$ cat src/rtl/instr_encoder_loader_if.sv
// rtl/instr_encoder_loader_if.sv - symbolic RV32I operation handshake between a producer and the loader
//
// Ports:
//   InValid      producer -> loader   operation present
//   InReady      loader   -> producer loader accepts an operation this cycle
//   Op           producer -> loader   operation code (0..13 legal, 14/15 illegal)
//   Rd/Rs1/Rs2   producer -> loader   register fields
//   Imm          producer -> loader   signed immediate as a full value (LUI: final upper value)
//   master modport: producer side; slave modport: loader side.
interface instr_encoder_loader_if;
    logic        InValid;
    logic        InReady;
    logic [3:0]  Op;
    logic [4:0]  Rd;
    logic [4:0]  Rs1;
    logic [4:0]  Rs2;
    logic [31:0] Imm;

    modport master (
        output InValid, Op, Rd, Rs1, Rs2, Imm,
        input  InReady
    );

    modport slave (
        input  InValid, Op, Rd, Rs1, Rs2, Imm,
        output InReady
    );
endinterface

$ cat src/rtl/instr_encoder_loader.sv
// rtl/instr_encoder_loader.sv - encodes symbolic RV32I operations and streams them into instruction memory
//
// Ports:
//   clk, rst_n    clock (rising edge) and asynchronous active-low reset
//   Start         one-cycle pulse, opens a load session (from IDLE or DONE)
//   Finish        one-cycle pulse, closes the session once the last write drains
//   op_if         slave side of the operation handshake (InValid/InReady/Op/Rd/Rs1/Rs2/Imm)
//   MemWE         one-cycle write strobe per encoded word
//   MemAddr       byte address of the write (BASE_ADDR, +4, +8, ...)
//   MemWData      encoded 32-bit instruction
//   Busy          session in LOAD or DRAIN
//   Done          session completed (level, cleared by the next Start)
//   Full          Count has reached DEPTH
//   Count         words written this session
//   ErrIllegal    sticky, an operation was rejected this session
module instr_encoder_loader #(
    parameter int                ADDR_W    = 32,
    parameter logic [ADDR_W-1:0] BASE_ADDR = '0,
    parameter int                DEPTH     = 64
) (
    input  logic                      clk,
    input  logic                      rst_n,
    input  logic                      Start,
    input  logic                      Finish,
    instr_encoder_loader_if.slave     op_if,
    output logic                      MemWE,
    output logic [ADDR_W-1:0]         MemAddr,
    output logic [31:0]               MemWData,
    output logic                      Busy,
    output logic                      Done,
    output logic                      Full,
    output logic [$clog2(DEPTH):0]    Count,
    output logic                      ErrIllegal
);
    localparam int CW = $clog2(DEPTH) + 1;
    localparam logic [CW-1:0] DEPTH_C = CW'(DEPTH);

    localparam logic [1:0] S_IDLE  = 2'd0;
    localparam logic [1:0] S_LOAD  = 2'd1;
    localparam logic [1:0] S_DRAIN = 2'd2;
    localparam logic [1:0] S_DONE  = 2'd3;

    localparam logic [6:0] OPC_R    = 7'b0110011;
    localparam logic [6:0] OPC_I    = 7'b0010011;
    localparam logic [6:0] OPC_LW   = 7'b0000011;
    localparam logic [6:0] OPC_SW   = 7'b0100011;
    localparam logic [6:0] OPC_BEQ  = 7'b1100011;
    localparam logic [6:0] OPC_JAL  = 7'b1101111;
    localparam logic [6:0] OPC_JALR = 7'b1100111;
    localparam logic [6:0] OPC_LUI  = 7'b0110111;

    logic [1:0]        state;
    logic [ADDR_W-1:0] addr;
    logic [CW-1:0]     count;
    logic              err;

    logic              fire;
    logic              legal;
    logic [31:0]       enc;
    logic signed [31:0] simm;
    logic              fits_i;
    logic              fits_b;
    logic              fits_j;
    logic              fits_u;

    assign Full          = (count == DEPTH_C);
    assign op_if.InReady = (state == S_LOAD) && !Full;
    assign Busy          = (state == S_LOAD) || (state == S_DRAIN);
    assign Done          = (state == S_DONE);
    assign Count         = count;
    assign ErrIllegal    = err;
    assign fire          = op_if.InValid && op_if.InReady;

    // Immediate range checks on the full signed value; branch and jump
    // offsets must also be even because bit 0 is not encoded.
    assign simm   = op_if.Imm;
    assign fits_i = (simm >= -32'sd2048) && (simm <= 32'sd2047);
    assign fits_b = (simm >= -32'sd4096) && (simm <= 32'sd4094) && !op_if.Imm[0];
    assign fits_j = (simm >= -32'sd1048576) && (simm <= 32'sd1048574) && !op_if.Imm[0];
    assign fits_u = (op_if.Imm[11:0] == 12'd0);

    always_comb begin
        logic [4:0]  rd;
        logic [4:0]  rs1;
        logic [4:0]  rs2;
        logic [31:0] im;
        rd    = op_if.Rd;
        rs1   = op_if.Rs1;
        rs2   = op_if.Rs2;
        im    = op_if.Imm;
        enc   = 32'd0;
        legal = 1'b0;
        case (op_if.Op)
            4'd0:  begin enc = {7'b0000000, rs2, rs1, 3'b000, rd, OPC_R}; legal = 1'b1; end
            4'd1:  begin enc = {7'b0100000, rs2, rs1, 3'b000, rd, OPC_R}; legal = 1'b1; end
            4'd2:  begin enc = {7'b0000000, rs2, rs1, 3'b111, rd, OPC_R}; legal = 1'b1; end
            4'd3:  begin enc = {7'b0000000, rs2, rs1, 3'b110, rd, OPC_R}; legal = 1'b1; end
            4'd4:  begin enc = {7'b0000000, rs2, rs1, 3'b010, rd, OPC_R}; legal = 1'b1; end
            4'd5:  begin enc = {im[11:0], rs1, 3'b000, rd, OPC_I};    legal = fits_i; end
            4'd6:  begin enc = {im[11:0], rs1, 3'b110, rd, OPC_I};    legal = fits_i; end
            4'd7:  begin enc = {im[11:0], rs1, 3'b111, rd, OPC_I};    legal = fits_i; end
            4'd8:  begin enc = {im[11:0], rs1, 3'b010, rd, OPC_LW};   legal = fits_i; end
            4'd9:  begin enc = {im[11:5], rs2, rs1, 3'b010, im[4:0], OPC_SW}; legal = fits_i; end
            4'd10: begin
                enc   = {im[12], im[10:5], rs2, rs1, 3'b000, im[4:1], im[11], OPC_BEQ};
                legal = fits_b;
            end
            4'd11: begin
                enc   = {im[20], im[10:1], im[11], im[19:12], rd, OPC_JAL};
                legal = fits_j;
            end
            4'd12: begin enc = {im[11:0], rs1, 3'b000, rd, OPC_JALR}; legal = fits_i; end
            4'd13: begin enc = {im[31:12], rd, OPC_LUI};              legal = fits_u; end
            default: begin enc = 32'd0; legal = 1'b0; end
        endcase
    end

    // Count and the address counter advance at acceptance so Full (and hence
    // InReady) already reflects a word whose write is still one cycle away.
    always_ff @(posedge clk or negedge rst_n) begin
        if (!rst_n) begin
            state    <= S_IDLE;
            addr     <= BASE_ADDR;
            count    <= '0;
            err      <= 1'b0;
            MemWE    <= 1'b0;
            MemAddr  <= BASE_ADDR;
            MemWData <= 32'd0;
        end else begin
            MemWE <= 1'b0;
            if (fire) begin
                if (legal) begin
                    MemWE    <= 1'b1;
                    MemWData <= enc;
                    MemAddr  <= addr;
                    addr     <= addr + ADDR_W'(4);
                    count    <= count + CW'(1);
                end else begin
                    err <= 1'b1;
                end
            end
            case (state)
                S_IDLE, S_DONE: begin
                    if (Start) begin
                        state <= S_LOAD;
                        count <= '0;
                        err   <= 1'b0;
                        addr  <= BASE_ADDR;
                    end
                end
                S_LOAD: begin
                    if (Finish) begin
                        state <= S_DRAIN;
                    end
                end
                // Any word accepted alongside Finish is on the write port
                // during this cycle, so one DRAIN cycle always suffices.
                S_DRAIN: state <= S_DONE;
                default: state <= S_IDLE;
            endcase
        end
    end
endmodule

$ cat src/flat_wrapper.sv
// flat-port wrapper written by rule: the top's interface ports become plain ports
module instr_encoder_loader_flat 
#(
    parameter int                ADDR_W    = 32,
    parameter logic [ADDR_W-1:0] BASE_ADDR = '0,
    parameter int                DEPTH     = 64
)
  (clk, rst_n, Start, Finish, MemWE, MemAddr, MemWData, Busy, Done, Full, Count, ErrIllegal, op_if_InValid, op_if_Op, op_if_Rd, op_if_Rs1, op_if_Rs2, op_if_Imm, op_if_InReady);
  instr_encoder_loader_if op_if_i ();
  input  logic clk;
  input  logic rst_n;
  input  logic Start;
  input  logic Finish;
  output logic MemWE;
  output logic [ADDR_W-1:0] MemAddr;
  output logic [31:0] MemWData;
  output logic Busy;
  output logic Done;
  output logic Full;
  output logic [$clog2(DEPTH):0] Count;
  output logic ErrIllegal;
  input wire logic [$bits(op_if_i.InValid)-1:0] op_if_InValid;
  input wire logic [$bits(op_if_i.Op)-1:0] op_if_Op;
  input wire logic [$bits(op_if_i.Rd)-1:0] op_if_Rd;
  input wire logic [$bits(op_if_i.Rs1)-1:0] op_if_Rs1;
  input wire logic [$bits(op_if_i.Rs2)-1:0] op_if_Rs2;
  input wire logic [$bits(op_if_i.Imm)-1:0] op_if_Imm;
  output wire logic [$bits(op_if_i.InReady)-1:0] op_if_InReady;
  assign op_if_i.InValid = op_if_InValid;
  assign op_if_i.Op = op_if_Op;
  assign op_if_i.Rd = op_if_Rd;
  assign op_if_i.Rs1 = op_if_Rs1;
  assign op_if_i.Rs2 = op_if_Rs2;
  assign op_if_i.Imm = op_if_Imm;
  assign op_if_InReady = op_if_i.InReady;
  instr_encoder_loader #(.ADDR_W(ADDR_W), .BASE_ADDR(BASE_ADDR), .DEPTH(DEPTH)) u_core (.clk(clk), .rst_n(rst_n), .Start(Start), .Finish(Finish), .op_if(op_if_i), .MemWE(MemWE), .MemAddr(MemAddr), .MemWData(MemWData), .Busy(Busy), .Done(Done), .Full(Full), .Count(Count), .ErrIllegal(ErrIllegal));
endmodule
$ cat config.mk
export PLATFORM = sky130hd
export DESIGN_NAME = instr_encoder_loader_flat
export DESIGN_NICKNAME = d
export VERILOG_FILES = /design/src/rtl/instr_encoder_loader_if.sv /design/src/rtl/instr_encoder_loader.sv /design/src/flat_wrapper.sv
export SDC_FILE = /design/constraint.sdc
export NUM_CORES = 1
export LEC_CHECK = 0
export BUFFER_PORTS_ARGS = -buffer_cell sky130_fd_sc_hd__buf_2
export CAP_MARGIN = 20
export CORE_MARGIN = 1
export CORE_UTILIZATION = 51
export CTS_CLUSTER_SIZE = 16
export DETAILED_ROUTE_END_ITERATION = 16
export GPL_TIMING_DRIVEN = 0
export PLACE_DENSITY = 0.77
export SLEW_MARGIN = 5
export SYNTH_ARGS = -nofsm -noshare
export SYNTH_HDL_FRONTEND = slang
export SYNTH_SLANG_ARGS = --single-unit
$ cat constraint.sdc
create_clock -name clk -period 2.6 [get_ports clk]
set_input_delay 0.52 -clock clk [delete_from_list [all_inputs] [get_ports clk]]
set_output_delay 0.52 -clock clk [all_outputs]
set_load 0.02 [all_outputs]
==> results.cfg <==
[synthesis]
syn_area_um2 = 5310
synthCells = 607
synth-seq-cells = 102
yosysTopAreaCell = dfrtp_1
yosys.cell_count.top_type = nand2_1
ys_types = 59
synth_common_cells = nand2_1, dfrtp_1, nor2_1
yosysWarnings = 0
synth_top_area_share_pct = 48.0
yosysSeqAreaShare_pct = 48.0
yosys-top-cells-area = dfrtp_1, nand2_1, a21oi_1
synth_ff_type = dfrtp_1
synth-async-reset-ratio_pct = 100
avgSynthCellArea_um2 = 8.75
synth_edf_count = 0

[place]
place.gp.congestion = 0.961
io_buffers = 128
dpl.hpwl_um = 11500
dpl_cell_area_um2 = 6170

[global_routing]
overflow = 0
grt_antenna_before_repair = 0
grt.total_usage_pct = 29.7
grt_start_max_net_pins = 61
grtUsageMet1_pct = 39.6
grt_busiest_layer = met2
grt_pass1_wl_um = 25600
grt_pass1_vias = 5145
grt.met3_usage_pct = 5.39
use_met2_pct = 48.6

[sta]
slew_headroom_pct = 56.1
setup_ws_ns = -0.0253
fin_crit_sh_pct = 101
maxSlewViolCount = 0
clock.fmax_ghz = 0.381
rsz0062_at_grt = true
finClkSkew_ns = 0.0116
setup_viol_count_final = 2
fin_crit_ns = 2.63
hold_viol_final = 0
worstMarginPinSlew_ns = 0.658

[floorplan]
die_w_um = 104
pin_count = 133
start_util_pct = 53.4
dieArea_um2 = 10800
num_rows = 36
coreArea_um2 = 9950
dieHeight_um = 104

[power]
p_seq_share_pct = 42.4
p_clk_share_pct = 24.0
p_switching_mw = 1.86
swShare_pct = 38.8
vdd_drop_max_v = 0.000474
power.leakage_nw = 3.19
p_int_mw = 2.93
power_frac_comb_pct = 33.7
pwr_density_cell_nw_per_um2 = 706

[cts]
cts_root_buffer = clkbuf_8
cts_made_buffers = 9
clock_path_buffers = 2
cts_hold_buf = 0
clk_pin_slew_ns = 0.10
htreeDepth = 3
cts_tree = done
clock-sinks = 102
clk_latency_ns = 0.38

[layout]
utilization_pct = 68.2
area_delta_synth_final_pct = 27.7
drive_above_1_share_pct = 30.0
n_antenna_cell = 0
final_nets = 817
final_area_um2 = 6790

[worst_setup_path]
crit_required_ns = 2.91
cp.arrival_ns = 2.94
startpoint = op_if_Imm[14]
end_kind = flop
r2r_start = u_core.addr[7]
slowest_stage = or4_4
worstPathMaxFanout = 4
critPathLaunchType = primary input
r2r_end = u_core.addr[18]
path_cells = buf_2 > or4_4 > nor2_4 > nand3_4 > a2111o_1 > a311oi_4 > or4b_4 > a21oi_2
slowest_delay_ns = 0.54
rrSetupSlack_ns = 0.15
path_class = in2reg
r2r_cells = 5

[drt]
routed_wl_um = 16100
antenna_left = 0
drtIter0Drc = 398
wl_per_cell_um = 18.0
num_vias = 5328
post-route-drc-count = 0
viasPerCell = 5.96
firstDrtPassIters = 5

[run_status]
outcome = finished, violations left
violations = setup timing

[worst_hold_path]
hold_class = in2async

[run]
cap_violations = 0
[cell type report]
class / instances / area [um2]
multi-input combinational: 453 / 2810
tap: 133 / 166
timing repair buffer: 138 / 754
sequential: 102 / 2550
clock buffer: 10 / 128
buffer: 37 / 225
clock inverter: 6 / 95.1
fill: 857 / 3170
inverter: 15 / 56.3
[kinds of logic after synthesis]
family                     Yosys count  share of synthesized area, %
and+or+nand+nor                    295                          26.8
AOI/OAI and AO/OA                  142                          18.0
DFF                                102                          48.0
buffers and inverters               53                          4.33
adders and majority gates            5                          1.18
xor gates and xnor gates             5                         0.824
muxes                                4                         0.754
other                                1                        0.0706
[how the worst max path moves through the flow]
stage | endpoint | slack, ns | cells after the start
floorplan | u_core.addr[18] | -0.08 | 7
global placement | u_core.Count[1] | -0.76 | 10
detailed placement | u_core.Count[6] | -0.75 | 10
CTS | u_core.addr[9] | 0.01 | 10
global route | u_core.addr[18] | -0.06 | 8
finish | u_core.addr[18] | -0.03 | 8
[critical path, delay by kind of cell]
family	cells	cell delay, ns
AND/OR/NAND/NOR	4	1.30
AO/OA/AOI/OAI	3	1.00
buffers and inverters	1	0.12
[state kept, by name, indices dropped and copies added (netlist names)]
name / cells
u_core.MemWData: 31
u_core.MemAddr: 30
u_core.addr: 30
u_core.Count: 7
u_core.state: 2
u_core.ErrIllegal: 1
u_core.MemWE: 1
[timing repair]
| item | CTS | global route |
|---|---|---|
| gates cloned | 0 | 1 |
| endpoints found under the setup margin | 92 | 94 |
| pin swaps | 2 | 20 |
| resized for setup | 11 | 82 |
| endpoints found under the hold margin | 0 | 0 |
| setup buffers | 4 | 4 |
[placed cells by master, fill, tap and decap left out, types with 8 or more instances in the layout]
| cell type | n |
|---|---|
| nand3_1 | 15 |
| buf_6 | 8 |
| inv_1 | 14 |
| nand4_1 | 18 |
| nand2_1 | 136 |
| or4_4 | 9 |
| or3_1 | 12 |
| clkbuf_1 | 12 |
| buf_2 | 127 |
| buf_4 | 15 |
| nor2_1 | 50 |
| a221oi_2 | 8 |
| dfrtp_1 | 102 |
| clkbuf_8 | 9 |
| o21ai_0 | 36 |
| a21oi_1 | 32 |
[metrics by stage]
step	setup WS, ns	power (mW)	TNS [ns]	hold slack [ns]	std cells
2_1_floorplan	-0.0797	2.98	-0.159	0.224	608
3_3_place_gp	-0.761	3.54	-60.46	0.452	869
3_5_place_dp	-0.751	3.60	-54.19	0.457	870
4_1_cts	0.0148	4.73	0	0.139	890
5_1_grt	-0.0591	5.02	-0.170	0.160	894
6_report	-0.0253	4.79	-0.0330	0.114	894
[power by group through the flow]
stage	Sequential [mW]	Combinational [mW]	Clock (mW)
after floorplan	2.35	0.624	0
after global placement	2.04	1.51	0
after detailed placement	2.05	1.55	0
after CTS	2.03	1.56	1.15
after global routing	2.06	1.75	1.21
final	2.03	1.61	1.15
[routing by layer]
metal  routed length [um]  up-vias  part of all wire, %
li1                     -     2474                    -
met1                 6820     2581                   42
met2                 7930      249                   49
met3                 1120       24                  6.9
met4                  250        0                  1.6
met5                    0        -                    0
No activity file was read; power rests on OpenSTA's default activity.
